## config.mk

```make
export PLATFORM = sky130hd
export DESIGN_NAME = id_ex_elastic_reg
export DESIGN_NICKNAME = d
export VERILOG_FILES = /design/src/rtl/id_ex_pkg.sv /design/src/rtl/id_ex_slot.sv /design/src/rtl/id_ex_elastic_reg.sv
export SDC_FILE = /design/constraint.sdc
export NUM_CORES = 1
export LEC_CHECK = 0
export CAP_MARGIN = 20
export CORE_MARGIN = 5
export CORE_UTILIZATION = 51
export DETAILED_ROUTE_END_ITERATION = 10
export GPL_TIMING_DRIVEN = 0
export PLACE_DENSITY = 0.85
export SLEW_MARGIN = 0
export SYNTH_ARGS = -nofsm -noshare
export SYNTH_HDL_FRONTEND = slang
export SYNTH_HIERARCHICAL = 1
export SYNTH_SLANG_ARGS = --single-unit
```

## constraint.sdc

```tcl
create_clock -name clk -period 5 [get_ports clk]
set_input_delay 1 -clock clk [delete_from_list [all_inputs] [get_ports clk]]
set_output_delay 1 -clock clk [all_outputs]
set_load 0.005 [all_outputs]
```

## src/rtl/id_ex_pkg.sv

```systemverilog
// Shared widths, payload layout and occupancy encodings for the ID->EX elastic register.
package id_ex_pkg;

  localparam int unsigned INSTR_W_DEF = 8;
  localparam int unsigned ALUOP_W_DEF = 4;
  localparam int unsigned DATA_W_DEF  = 8;
  localparam int unsigned RADDR_W_DEF = 3;
  localparam int unsigned CNT_W_DEF   = 16;

  typedef struct packed {
    logic [INSTR_W_DEF-1:0] instr;
    logic [ALUOP_W_DEF-1:0] aluop;
    logic                   regwrite;
    logic                   loadimm;
    logic [DATA_W_DEF-1:0]  rdata1;
    logic [RADDR_W_DEF-1:0] wreg;
    logic [DATA_W_DEF-1:0]  imm;
  } id_ex_payload_t;

  localparam int unsigned PAYLOAD_W_DEF = $bits(id_ex_payload_t);

  // Occupancy is {main_v, skid_v}; 2'b01 never occurs.
  typedef enum logic [1:0] {
    ST_EMPTY = 2'b00,
    ST_ONE   = 2'b10,
    ST_FULL  = 2'b11
  } state_e;

  function automatic int unsigned payload_width(int unsigned instr_w, int unsigned aluop_w,
                                                int unsigned data_w, int unsigned raddr_w);
    return instr_w + aluop_w + 2 + 2 * data_w + raddr_w;
  endfunction

endpackage

```

## src/rtl/id_ex_slot.sv

```systemverilog
// One payload+valid register, loaded when en is high; payload only captured for valid entries.
module id_ex_slot #(
  parameter int unsigned W = 8
) (
  input  logic         clk,
  input  logic         rst,
  input  logic         en,
  input  logic         v_d,
  input  logic [W-1:0] d,
  output logic         v,
  output logic [W-1:0] q
);

  always_ff @(posedge clk or negedge rst) begin
    if (!rst) begin
      v <= 1'b0;
      q <= '0;
    end else if (en) begin
      v <= v_d;
      if (v_d) q <= d;
    end
  end

endmodule

```

## src/rtl/id_ex_elastic_reg.sv

```systemverilog
// ID->EX pipeline register with valid/ready handshake and a skid slot so id_ready is registered.
// Optional saturating stall/bubble counters are built when ID_EX_PERF_CNT_EN is defined.
module id_ex_elastic_reg
  import id_ex_pkg::*;
#(
  parameter int unsigned INSTR_W = INSTR_W_DEF,
  parameter int unsigned ALUOP_W = ALUOP_W_DEF,
  parameter int unsigned DATA_W  = DATA_W_DEF,
  parameter int unsigned RADDR_W = RADDR_W_DEF,
  parameter int unsigned CNT_W   = CNT_W_DEF
) (
  input  logic               clk,
  input  logic               rst,
  input  logic               flush,
  input  logic               id_valid,
  output logic               id_ready,
  input  logic [INSTR_W-1:0] id_instr,
  input  logic [ALUOP_W-1:0] id_aluop,
  input  logic               id_regwrite,
  input  logic               id_loadimm,
  input  logic [DATA_W-1:0]  id_rdata1,
  input  logic [RADDR_W-1:0] id_wreg,
  input  logic [DATA_W-1:0]  id_imm,
  output logic               ex_valid,
  input  logic               ex_ready,
  output logic [INSTR_W-1:0] ex_instr,
  output logic [ALUOP_W-1:0] ex_aluop,
  output logic               ex_regwrite,
  output logic               ex_loadimm,
  output logic [DATA_W-1:0]  ex_rdata1,
  output logic [RADDR_W-1:0] ex_wreg,
  output logic [DATA_W-1:0]  ex_imm,
  output logic [CNT_W-1:0]   stall_cnt,
  output logic [CNT_W-1:0]   bubble_cnt
);

  localparam int unsigned PL_W = payload_width(INSTR_W, ALUOP_W, DATA_W, RADDR_W);

  logic [PL_W-1:0] in_pl, main_q, skid_q, main_d, skid_d;
  logic            main_v, skid_v, main_en, skid_en, main_vd, skid_vd;
  logic            main_regwrite;
  logic            in_fire, out_fire;
  state_e          state;

  assign in_pl = {id_instr, id_aluop, id_regwrite, id_loadimm, id_rdata1, id_wreg, id_imm};

  assign state    = state_e'({main_v, skid_v});
  assign id_ready = !skid_v;
  assign in_fire  = id_valid & id_ready;
  assign out_fire = main_v & ex_ready;

  // Next-occupancy and slot load control.
  always_comb begin
    main_en = 1'b0;
    main_vd = main_v;
    main_d  = in_pl;
    skid_en = 1'b0;
    skid_vd = skid_v;
    skid_d  = in_pl;
    if (flush) begin
      main_en = 1'b1;
      main_vd = 1'b0;
      skid_en = 1'b1;
      skid_vd = 1'b0;
    end else begin
      case (state)
        ST_EMPTY: begin
          if (in_fire) begin
            main_en = 1'b1;
            main_vd = 1'b1;
          end
        end
        ST_ONE: begin
          if (in_fire && out_fire) begin
            main_en = 1'b1;
            main_vd = 1'b1;
          end else if (in_fire) begin
            skid_en = 1'b1;
            skid_vd = 1'b1;
          end else if (out_fire) begin
            main_en = 1'b1;
            main_vd = 1'b0;
          end
        end
        ST_FULL: begin
          if (out_fire) begin
            main_en = 1'b1;
            main_vd = 1'b1;
            main_d  = skid_q;
            skid_en = 1'b1;
            skid_vd = 1'b0;
          end
        end
        default: begin
          main_en = 1'b1;
          main_vd = 1'b0;
          skid_en = 1'b1;
          skid_vd = 1'b0;
        end
      endcase
    end
  end

  id_ex_slot #(.W(PL_W)) u_main (
    .clk (clk),
    .rst (rst),
    .en  (main_en),
    .v_d (main_vd),
    .d   (main_d),
    .v   (main_v),
    .q   (main_q)
  );

  id_ex_slot #(.W(PL_W)) u_skid (
    .clk (clk),
    .rst (rst),
    .en  (skid_en),
    .v_d (skid_vd),
    .d   (skid_d),
    .v   (skid_v),
    .q   (skid_q)
  );

  assign {ex_instr, ex_aluop, main_regwrite, ex_loadimm, ex_rdata1, ex_wreg, ex_imm} = main_q;
  assign ex_valid    = main_v;
  // Bubbles must never write back, even if the stale payload had regwrite set.
  assign ex_regwrite = main_regwrite & main_v;

`ifdef ID_EX_PERF_CNT_EN
  always_ff @(posedge clk or negedge rst) begin
    if (!rst) begin
      stall_cnt  <= '0;
      bubble_cnt <= '0;
    end else begin
      if (main_v && !ex_ready && stall_cnt != '1)
        stall_cnt <= stall_cnt + CNT_W'(1);
      if (!main_v && ex_ready && bubble_cnt != '1)
        bubble_cnt <= bubble_cnt + CNT_W'(1);
    end
  end
`else
  assign stall_cnt  = '0;
  assign bubble_cnt = '0;
`endif

endmodule

```

==> Word level (Yosys, flattened, before mapping) <==
Cells that the tools add are included.
{ "word_totals": {"register_bits": 68, "latchBits": 0, "ramBits": 0, "mem_bits_ro": 0, "input_bits": 38, "out_inout_bits": 67, "n_memories": 0} }
{ "classes": {"add_sub_neg": 0, "mul": 0, "n_div": 0, "magnitude_cmp": 0, "eq_ne": 2, "n_shift": 0, "mux": 24, "bitwise": 3, "n_reduce_logical": 5} }
{ "ops": {"columns": ["op", "n"], "rows": [
  ["2-to-1 mux 33 bit", 3],
  ["2-to-1 mux 1 bit", 17],
  ["one-hot mux 1 bit (3 select lines)", 4],
  ["equality test 2 bit, second input constant", 2],
  ["AND reduction 2 bit", 2],
  ["bitwise AND 1 bit", 3],
  ["zero test 2 bit", 1],
  ["logical AND 1 bit", 1],
  ["zero test 1 bit", 1]
]} }

==> Depth between registers and ports, before layout <==
Gate-level depths: netlist (run 1).
{ "logic_depth": {"word_depth": 7, "mapped_depth": 8} }

==> Hierarchy <==
The synthesis (run 1) kept the hierarchy.
{ "modules_own_cells": {"columns": ["module", "instances", "cells_each", "area_per_inst_um2", "seq_area_each_um2"], "rows": [
  ["id_ex_slot", 2, 73, 1385.1, 850.8],
  ["id_ex_elastic_reg", 1, 96, 949.7, 0.0]
]} }

==> Worst setup path after synthesis (run 1) <==
OpenSTA, ideal clock, no wires.
{ "synth_path": {"path_type": "input to register", "from": "input ex_ready", "to": "register u_skid.q[10]", "setup_time_ns": 0.125, "arrival_time_ns": 2.169, "setup_slack_ns": 2.706, "cell_stages": 6, "path_buffers": 1, "cell_sequence": "nand2_1 -> nand3_1 -> a311oi_1 -> nand2_4 -> buf_6 -> mux2_4"} }
{ "synth_between": {"elab_chain_len": 6, "elab_cells_between_ends": 11} }
{ "synth_lines": {"columns": ["item", "line_no", "text"], "rows": [
  ["start: declaration", "id_ex_elastic_reg.sv:25", "input logic ex_ready,"],
  ["bitwise AND 1 bit (*)", "id_ex_elastic_reg.sv:50", "assign out_fire = main_v & ex_ready;"],
  ["logical AND 1 bit", "id_ex_elastic_reg.sv:74", "if (in_fire && out_fire) begin"],
  ["2-to-1 mux 1 bit", "id_ex_elastic_reg.sv:74", null],
  ["one-hot mux 1 bit (3 select lines) (*)", "id_ex_elastic_reg.sv:66", "case (state)"],
  ["2-to-1 mux 1 bit (*)", "id_ex_elastic_reg.sv:60", "if (flush) begin"],
  ["named net skid_vd", "id_ex_elastic_reg.sv:40", "logic main_v, skid_v, main_en, skid_en, main_vd, skid_vd;"],
  ["AND reduction 2 bit (no line) (*)", null, null],
  ["end signal: assignment", "id_ex_slot.sv:17", "q <= '0;"],
  ["end signal: assignment", "id_ex_slot.sv:20", "if (v_d) q <= d;"],
  ["end: declaration", "id_ex_slot.sv:11", "output logic [W-1:0] q"]
]} }
The timed path passes the listed nets; every way through them passes the cells marked *.
A chain may end at the register's enable or synchronous reset.

==> Worst setup path after layout (run 1) <==
{ "layout_path": {"from": "input ex_ready", "to": "register u_skid.q[20]"} }
The elaborated chain is that of the path after synthesis.

==> flow_summary.html, run 1 <==
<table>
<tr><th>Metric</th><th>Value</th></tr>
<tr><th colspan="2">STA</th></tr>
<tr><td>Final number of setup-violating endpoints</td><td>0</td></tr>
<tr><td>RSZ-0062 raised after global routing</td><td>no</td></tr>
<tr><td>Portion of the clock cycle consumed by the worst path in the final layout</td><td>54.0%</td></tr>
<tr><td>Transition time of the tightest slew-check pin</td><td>852 ps</td></tr>
<tr><td>Fmax</td><td>0.370 GHz</td></tr>
<tr><td>Slew Viols, Final</td><td>0</td></tr>
<tr><td>Setup Total Neg Slack</td><td>0 ps</td></tr>
<tr><td>Min cycle time layout</td><td>2700 ps</td></tr>
<tr><td>Worst hold slack across all endpoints</td><td>504 ps</td></tr>
<tr><td>Maximum clock skew at final layout</td><td>7.76 ps</td></tr>
<tr><td>Final Hold Vio Count</td><td>0</td></tr>
<tr><td>Tightest slew margin relative to the limit</td><td>43.2%</td></tr>
<tr><th colspan="2">Die</th></tr>
<tr><td>Std-Cell Core Area</td><td>0.00718 mm2</td></tr>
<tr><td>Horizontal die dimension</td><td>95.4 um</td></tr>
<tr><td>Ports</td><td>105</td></tr>
<tr><td>Die ar.</td><td>0.00910 mm2</td></tr>
<tr><td>Effective utilization at floorplan</td><td>51.8%</td></tr>
<tr><td>Total number of placement rows</td><td>31</td></tr>
<tr><td>Die outline height</td><td>95.4 um</td></tr>
<tr><th colspan="2">Flow run</th></tr>
<tr><td>Max-Cap Viols</td><td>0</td></tr>
<tr><th colspan="2">Detailed routing</th></tr>
<tr><td>Number of remaining DRC errors</td><td>0</td></tr>
<tr><td>Wire length per cell</td><td>15.4 um</td></tr>
<tr><td>Per-cell via count in the routed design</td><td>4.61</td></tr>
<tr><td>Residual antenna-violating net count after detailed routing</td><td>0</td></tr>
<tr><td>DRC violation total after the first TritonRoute iteration</td><td>52</td></tr>
<tr><td>Total wirelength of the detailed-routed design</td><td>7060 um</td></tr>
<tr><td>Total vias in the final route</td><td>2,121</td></tr>
<tr><td>Length of the first detailed-routing pass in iterations</td><td>4</td></tr>
<tr><th colspan="2">GRT</th></tr>
<tr><td>Antenna violations before repair</td><td>0</td></tr>
<tr><td>Total grt overflow</td><td>0</td></tr>
<tr><td>Global-route wire length before repair</td><td>11,300 um</td></tr>
<tr><td>Total global-route track usage</td><td>16.2%</td></tr>
<tr><td>Via count of the first global-routing pass</td><td>2,271</td></tr>
<tr><td>Maximum number of pins on one net before global-route repair</td><td>69</td></tr>
<tr><th colspan="2">Finish</th></tr>
<tr><td>Share of layout cells above drive strength 1</td><td>44.3%</td></tr>
<tr><td>Diodes inserted</td><td>0</td></tr>
<tr><td>Most frequent cells in the layout</td><td>sky130_fd_sc_hd__mux2_4, sky130_fd_sc_hd__clkdlybuf4s50_1, sky130_fd_sc_hd__dfrtp_1</td></tr>
<tr><td>Area of combinational cells with multiple inputs</td><td>0.00178 mm2</td></tr>
<tr><td>Synth-to-Final Area Change</td><td>31.1%</td></tr>
<tr><td>Area occupied by registers</td><td>0.00170 mm2</td></tr>
<tr><td>Filler cell count</td><td>504</td></tr>
<tr><td>Net count reported at finish</td><td>398</td></tr>
<tr><td>Most common cell after layout, fill and taps aside</td><td>sky130_fd_sc_hd__mux2_4</td></tr>
<tr><th colspan="2">Power and ir drop</th></tr>
<tr><td>Internal portion of total power</td><td>1.84 mW</td></tr>
<tr><td>Part of the power in registers</td><td>39.1%</td></tr>
<tr><td>Switching power</td><td>714 uW</td></tr>
<tr><td>Power per unit of standard cell area</td><td>523 mW/mm2</td></tr>
<tr><td>Net switching share of the total power</td><td>28.0%</td></tr>
<tr><td>Share of power burned in the clock network</td><td>16.9%</td></tr>
<tr><td>Highest ir drop seen on vdd</td><td>0.240 mV</td></tr>
<tr><td>Power share of the combinational group</td><td>44.0%</td></tr>
<tr><td>Leakage dissipation</td><td>2.52 nW</td></tr>
<tr><th colspan="2">Critical path</th></tr>
<tr><td>Highest net fanout along the worst path</td><td>10</td></tr>
<tr><td>Category of the worst setup path launch point</td><td>input port</td></tr>
<tr><td>Kind of capture point of the worst setup path</td><td>flop</td></tr>
<tr><td>Crit path kind</td><td>input port to flop</td></tr>
<tr><td>Endpoint arrival time on the critical path</td><td>2920 ps</td></tr>
<tr><td>Required time at the endpoint of the critical path</td><td>5220 ps</td></tr>
<tr><th colspan="2">Synthesis</th></tr>
<tr><td>Synth Warn #</td><td>6</td></tr>
<tr><td>Number of register bits inferred by synthesis</td><td>68</td></tr>
<tr><td>Share of the yosys chip area belonging to registers</td><td>45.7%</td></tr>
<tr><td>Netlist area before placement</td><td>0.00372 mm2</td></tr>
<tr><td>Cell taking the most area after synthesis</td><td>sky130_fd_sc_hd__dfrtp_1</td></tr>
<tr><td>Most area-consuming cells after synthesis</td><td>sky130_fd_sc_hd__dfrtp_1, sky130_fd_sc_hd__mux2_4, sky130_fd_sc_hd__buf_4</td></tr>
<tr><td>Synth top area share</td><td>45.7%</td></tr>
<tr><td>Number of unique standard cell types used by synthesis</td><td>22</td></tr>
<tr><td>Count of mapped cells out of synthesis</td><td>242</td></tr>
<tr><td>Synthesized area per cell</td><td>15.4 um2</td></tr>
<tr><th colspan="2">Clocking</th></tr>
<tr><td>CTS H-Tree Depth</td><td>3</td></tr>
<tr><td>Number of buffers between clock root and the deepest sink</td><td>2</td></tr>
<tr><td>Total clock sinks</td><td>68</td></tr>
<tr><td>Cell chosen for the clock root</td><td>sky130_fd_sc_hd__clkbuf_8</td></tr>
<tr><td>Clk slew on worst S/H paths</td><td>70 ps</td></tr>
<tr><td>Count of hold buffers inserted by post-cts repair</td><td>0</td></tr>
<tr><td>Clock insertion delay at the later pin of the skew report</td><td>340 ps</td></tr>
<tr><td># resized after CTS</td><td>0</td></tr>
<tr><td>TritonCTS buffer count</td><td>9</td></tr>
<tr><td>Clock tree from TritonCTS</td><td>done</td></tr>
<tr><td>Post-CTS setup repair buffer count</td><td>0</td></tr>
<tr><th colspan="2">Placed design</th></tr>
<tr><td>Routability congestion estimate from global placement</td><td>0.673</td></tr>
<tr><td>Buffers added on ports</td><td>72</td></tr>
<tr><td>Half-perimeter wire length after detailed placement</td><td>5130 um</td></tr>
<tr><th colspan="2">Worst hold path</th></tr>
<tr><td>Class of the tightest hold or removal check</td><td>flop to flop</td></tr>
<tr><th colspan="2">Run status</th></tr>
<tr><td>Status</td><td>finished clean</td></tr>
</table>
## sequential cells by signal, summed over array words and instances (netlist names)
name and flops:
u_main/v 1, u_main/q 33, u_skid/v 1, u_skid/q 33
## path summary, 6_finish.rpt
kind                              startpoint      endpoint  slack (ps)  cells past startpoint
worst min-delay path            u_skid/q[32]  u_skid/q[32]         500                      1
min in group asynchronous                rst  u_main/q[12]         760                      1
worst max-delay path                ex_ready  u_skid/q[20]        2300                      7
worst max register to register      u_main/v  u_skid/q[20]        2730                      6
max in group asynchronous                rst  u_main/q[30]        3680                      1
worst min register to register  u_skid/q[32]  u_skid/q[32]         500                      1
## per-stage QoR
step | instances | instance area [um2] | total power, mW | util, % | worst slack, ps
after global placement | 444 | 4680 | 2.08 | 65.2 | 655
after global routing | 460 | 4880 | 2.71 | 68.0 | 2230
after CTS | 460 | 4880 | 2.58 | 68.0 | 2320
after detailed placement | 444 | 4680 | 2.13 | 65.2 | 1980
final | 460 | 4880 | 2.55 | 68.0 | 2300
after floorplan | 273 | 3840 | 1.67 | - | 2710
## power groups by stage
stage	logic [mW]	registers, mW	clock network (mW)
after floorplan	0.693	0.980	0
after global placement	1.10	0.990	0
after detailed placement	1.12	1.01	0
after CTS	1.13	1.00	0.445
after global routing	1.19	1.04	0.473
final	1.12	0.999	0.431
## kinds of logic after synthesis
group | Yosys count | synth area share, %
buf+inv | 45 | 9.59
mux | 99 | 38.8
flops | 68 | 45.7
other cells | 1 | 0.101
simple gates | 18 | 3.16
fa+ha+maj | 4 | 1.35
compound gates | 7 | 1.21
## per-layer routing
| layer | track usage (%) | share of wire, % |
|---|---|---|
| met5 | 0 | 0 |
| met4 | 4.27 | 0.75 |
| met1 | 21.4 | 45 |
| met2 | 25.7 | 49 |
| met3 | 5.21 | 5.2 |
## synthesized netlist by cell type (all sizes together)
cell,number
a21oi,1
a311oi,1
and2,1
buf,41
conb,1
dfrtp,68
ha,4
inv,4
mux2,99
nand2,5
nand2b,1
nand3,5
nand4b,1
nor2,3
nor2b,1
nor3,1
o211ai,1
o21ai,3
o31a,1
## final cells by class
cell class / count / area share (%)
Clock buffer: 12 / 3.39
Inverter: 4 / 0.308
Timing Repair Buffer: 72 / 14.7
Sequential cell: 68 / 34.9
Buffer: 41 / 7.01
Multi-Input combinational cell: 160 / 36.5
Clock inverter: 4 / 0.667
Tap cell: 99 / 2.54
## critical path: stages
cell and delay [ps]:
sky130_fd_sc_hd__clkdlybuf4s50_1 520, sky130_fd_sc_hd__nand2_1 190, sky130_fd_sc_hd__nand3_1 100, sky130_fd_sc_hd__a311oi_1 430, sky130_fd_sc_hd__nand2_4 170, sky130_fd_sc_hd__buf_6 210
sky130_fd_sc_hd__mux2_4 300
Power figures use the tool's default switching activity.
==> run 2: changes to the inputs <==
CORE_UTILIZATION = 48   (was 51)
PLACE_DENSITY = 0.8   (was 0.85)
clock period = 2.7 ns   (was 5 ns; I/O delays follow)
==> run 2 against run 1 <==
Compared with the run above:
- clock-buffer cell count decreased by 1
- register-to-register slack got worse by 2300 ps
- global-route usage decreased by 0.70 points
- largest power group unchanged
==> flow_summary.html, run 2 (synthesized netlist as in run 1, its figures left out) <==
<table>
<tr><th>Metric</th><th>Value</th></tr>
<tr><th colspan="2">Critical path</th></tr>
<tr><td>Kind of capture point of the worst setup path</td><td>flop</td></tr>
<tr><td>Crit path kind</td><td>flop to flop</td></tr>
<tr><td>Highest net fanout along the worst path</td><td>10</td></tr>
<tr><td>Worst r2r dst</td><td>u_skid/q[8]</td></tr>
<tr><td>Worst reg-to-reg setup slack</td><td>450 ps</td></tr>
<tr><td>Category of the worst setup path launch point</td><td>flop</td></tr>
<tr><td>Origin of the critical flop-to-flop path</td><td>u_main/v</td></tr>
<tr><td>Required time at the endpoint of the critical path</td><td>2910 ps</td></tr>
<tr><td>Reg2reg path depth</td><td>6</td></tr>
<tr><td>Endpoint arrival time on the critical path</td><td>2470 ps</td></tr>
<tr><th colspan="2">STA</th></tr>
<tr><td>Min setup slack post-route</td><td>447 ps</td></tr>
<tr><td>Tightest slew margin relative to the limit</td><td>43.9%</td></tr>
<tr><td>Min cycle time layout</td><td>2250 ps</td></tr>
<tr><td>Maximum clock skew at final layout</td><td>14.7 ps</td></tr>
<tr><td>Worst hold slack across all endpoints</td><td>312 ps</td></tr>
<tr><td>Final Hold Vio Count</td><td>0</td></tr>
<tr><td>Portion of the clock cycle consumed by the worst path in the final layout</td><td>83.5%</td></tr>
<tr><td>Fmax</td><td>0.444 GHz</td></tr>
<tr><td>Slew Viols, Final</td><td>0</td></tr>
<tr><td>RSZ-0062 raised after global routing</td><td>no</td></tr>
<tr><td>Transition time of the tightest slew-check pin</td><td>842 ps</td></tr>
<tr><td>Final number of setup-violating endpoints</td><td>0</td></tr>
<tr><th colspan="2">Clocking</th></tr>
<tr><td>Clock tree from TritonCTS</td><td>done</td></tr>
<tr><td>Clock insertion delay at the later pin of the skew report</td><td>340 ps</td></tr>
<tr><td>Post-CTS setup repair buffer count</td><td>0</td></tr>
<tr><td>CTS H-Tree Depth</td><td>3</td></tr>
<tr><td>Count of hold buffers inserted by post-cts repair</td><td>0</td></tr>
<tr><td>Cell chosen for the clock root</td><td>sky130_fd_sc_hd__clkbuf_8</td></tr>
<tr><td>Total clock sinks</td><td>68</td></tr>
<tr><td>Number of buffers between clock root and the deepest sink</td><td>2</td></tr>
<tr><td># resized after CTS</td><td>0</td></tr>
<tr><td>TritonCTS buffer count</td><td>9</td></tr>
<tr><td>Clk slew on worst S/H paths</td><td>80 ps</td></tr>
<tr><th colspan="2">GRT</th></tr>
<tr><td>Via count of the first global-routing pass</td><td>2,331</td></tr>
<tr><td>Total global-route track usage</td><td>15.5%</td></tr>
<tr><td>Antenna violations before repair</td><td>0</td></tr>
<tr><td>Maximum number of pins on one net before global-route repair</td><td>69</td></tr>
<tr><td>Global-route wire length before repair</td><td>11,900 um</td></tr>
<tr><td>Total grt overflow</td><td>0</td></tr>
<tr><th colspan="2">Power and ir drop</th></tr>
<tr><td>Leakage dissipation</td><td>2.52 nW</td></tr>
<tr><td>Power per unit of standard cell area</td><td>970 mW/mm2</td></tr>
<tr><td>Highest ir drop seen on vdd</td><td>0.473 mV</td></tr>
<tr><th colspan="2">Detailed routing</th></tr>
<tr><td>Total wirelength of the detailed-routed design</td><td>7060 um</td></tr>
<tr><td>Wire length per cell</td><td>15.2 um</td></tr>
<tr><td>Per-cell via count in the routed design</td><td>4.59</td></tr>
<tr><td>DRC violation total after the first TritonRoute iteration</td><td>49</td></tr>
<tr><td>Total vias in the final route</td><td>2,123</td></tr>
<tr><td>Length of the first detailed-routing pass in iterations</td><td>4</td></tr>
<tr><td>Number of remaining DRC errors</td><td>0</td></tr>
<tr><td>Residual antenna-violating net count after detailed routing</td><td>0</td></tr>
<tr><th colspan="2">Die</th></tr>
<tr><td>Die outline height</td><td>98.0 um</td></tr>
<tr><td>Effective utilization at floorplan</td><td>48.6%</td></tr>
<tr><td>Std-Cell Core Area</td><td>0.00765 mm2</td></tr>
<tr><td>Die ar.</td><td>0.00961 mm2</td></tr>
<tr><td>Horizontal die dimension</td><td>98.0 um</td></tr>
<tr><td>Ports</td><td>105</td></tr>
<tr><td>Total number of placement rows</td><td>32</td></tr>
<tr><th colspan="2">Finish</th></tr>
<tr><td>Net count reported at finish</td><td>398</td></tr>
<tr><td>Synth-to-Final Area Change</td><td>30.8%</td></tr>
<tr><td>Most frequent cells in the layout</td><td>sky130_fd_sc_hd__mux2_4, sky130_fd_sc_hd__clkdlybuf4s50_1, sky130_fd_sc_hd__dfrtp_1</td></tr>
<tr><td>Diodes inserted</td><td>0</td></tr>
<tr><td>Most common cell after layout, fill and taps aside</td><td>sky130_fd_sc_hd__mux2_4</td></tr>
<tr><td>Cell area after layout</td><td>0.00487 mm2</td></tr>
<tr><td>Filler cell count</td><td>594</td></tr>
<tr><td>Regs by FF count</td><td>u_main/q (33), u_skid/q (33)</td></tr>
<tr><td>Share of layout cells above drive strength 1</td><td>43.8%</td></tr>
<tr><td>Final core utilization</td><td>63.6%</td></tr>
<tr><th colspan="2">Placed design</th></tr>
<tr><td>Half-perimeter wire length after detailed placement</td><td>5020 um</td></tr>
<tr><td>Routability congestion estimate from global placement</td><td>0.735</td></tr>
<tr><td>Post-Place Worst Slack</td><td>143 ps</td></tr>
<tr><td>Total cell area at the placement stage</td><td>0.00468 mm2</td></tr>
<tr><td>Buffers added on ports</td><td>72</td></tr>
<tr><th colspan="2">Run status</th></tr>
<tr><td>Status</td><td>finished clean</td></tr>
<tr><th colspan="2">Worst hold path</th></tr>
<tr><td>Class of the tightest hold or removal check</td><td>input port to async pin</td></tr>
<tr><th colspan="2">Flow run</th></tr>
<tr><td>Max-Cap Viols</td><td>0</td></tr>
</table>
## run 2: cell count changes in the layout (fill, tap and decap cells not counted), sizes merged
cell      change
clkbuf        -1
clkinvlp      -1
bufinv        +1
clkinv        +1
## run 2: cell type report
| cell class | instances | area (um2) | area share, % |
|---|---|---|---|
| multi-input cells | 160 | 1780 | 36.5 |
| flip-flops and latches | 68 | 1700 | 35.0 |
| repair buffers | 72 | 718 | 14.8 |
| plain buffers | 41 | 342 | 7.02 |
| clock buffers | 11 | 131 | 2.70 |
| well taps | 102 | 128 | 2.62 |
| clock inverters | 5 | 52.6 | 1.08 |
| inverters | 4 | 15.0 | 0.309 |
## run 2: how the worst max path moves through the flow
stage,startpoint,end,slack (ps),depth (start not counted)
2_1_floorplan,u_main/v,u_skid/q[10],690,6
3_3_place_gp,rst,u_main/q[31],-1210,1
3_5_place_dp,ex_ready,u_skid/q[14],140,7
4_1_cts,u_main/v,u_skid/q[8],440,6
5_1_grt,u_main/v,u_skid/q[8],280,6
6_report,u_main/v,u_skid/q[8],450,6
## run 2: report_power, final
| part | switching, mW | internal, mW | leakage, nW |
|---|---|---|---|
| clock | 0.385 | 0.423 | 0.0931 |
| combinational | 0.611 | 1.45 | 1.61 |
| sequential | 0.311 | 1.54 | 0.818 |
| total | 1.31 | 3.41 | 2.52 |
## run 2: routing by layer
layer  vias to the layer above  global-route usage [%]  part of all wire (%)
li1                       1013                       -                     -
met1                      1045                    19.4                    43
met2                        57                    25.6                    51
met3                         8                    5.57                   5.2
met4                         0                    3.83                   1.1
met5                         -                       0                     0
## run 2: critical path, cell delays in order (launching register included)
cell and delay, ps:
sky130_fd_sc_hd__dfrtp_1 570, sky130_fd_sc_hd__ha_1 360, sky130_fd_sc_hd__nand3_1 100, sky130_fd_sc_hd__a311oi_1 420, sky130_fd_sc_hd__nand2_4 180, sky130_fd_sc_hd__buf_6 210
sky130_fd_sc_hd__mux2_4 300
## run 2: stage by stage
stage / power [mW] / TNS (ps) / cells
final: 4.72 / 0 / 463
after global routing: 5.02 / 0 / 463
after CTS: 4.78 / 0 / 463
after detailed placement: 3.94 / 0 / 447
after global placement: 3.86 / -82090 / 447
after floorplan: 3.10 / 0 / 273
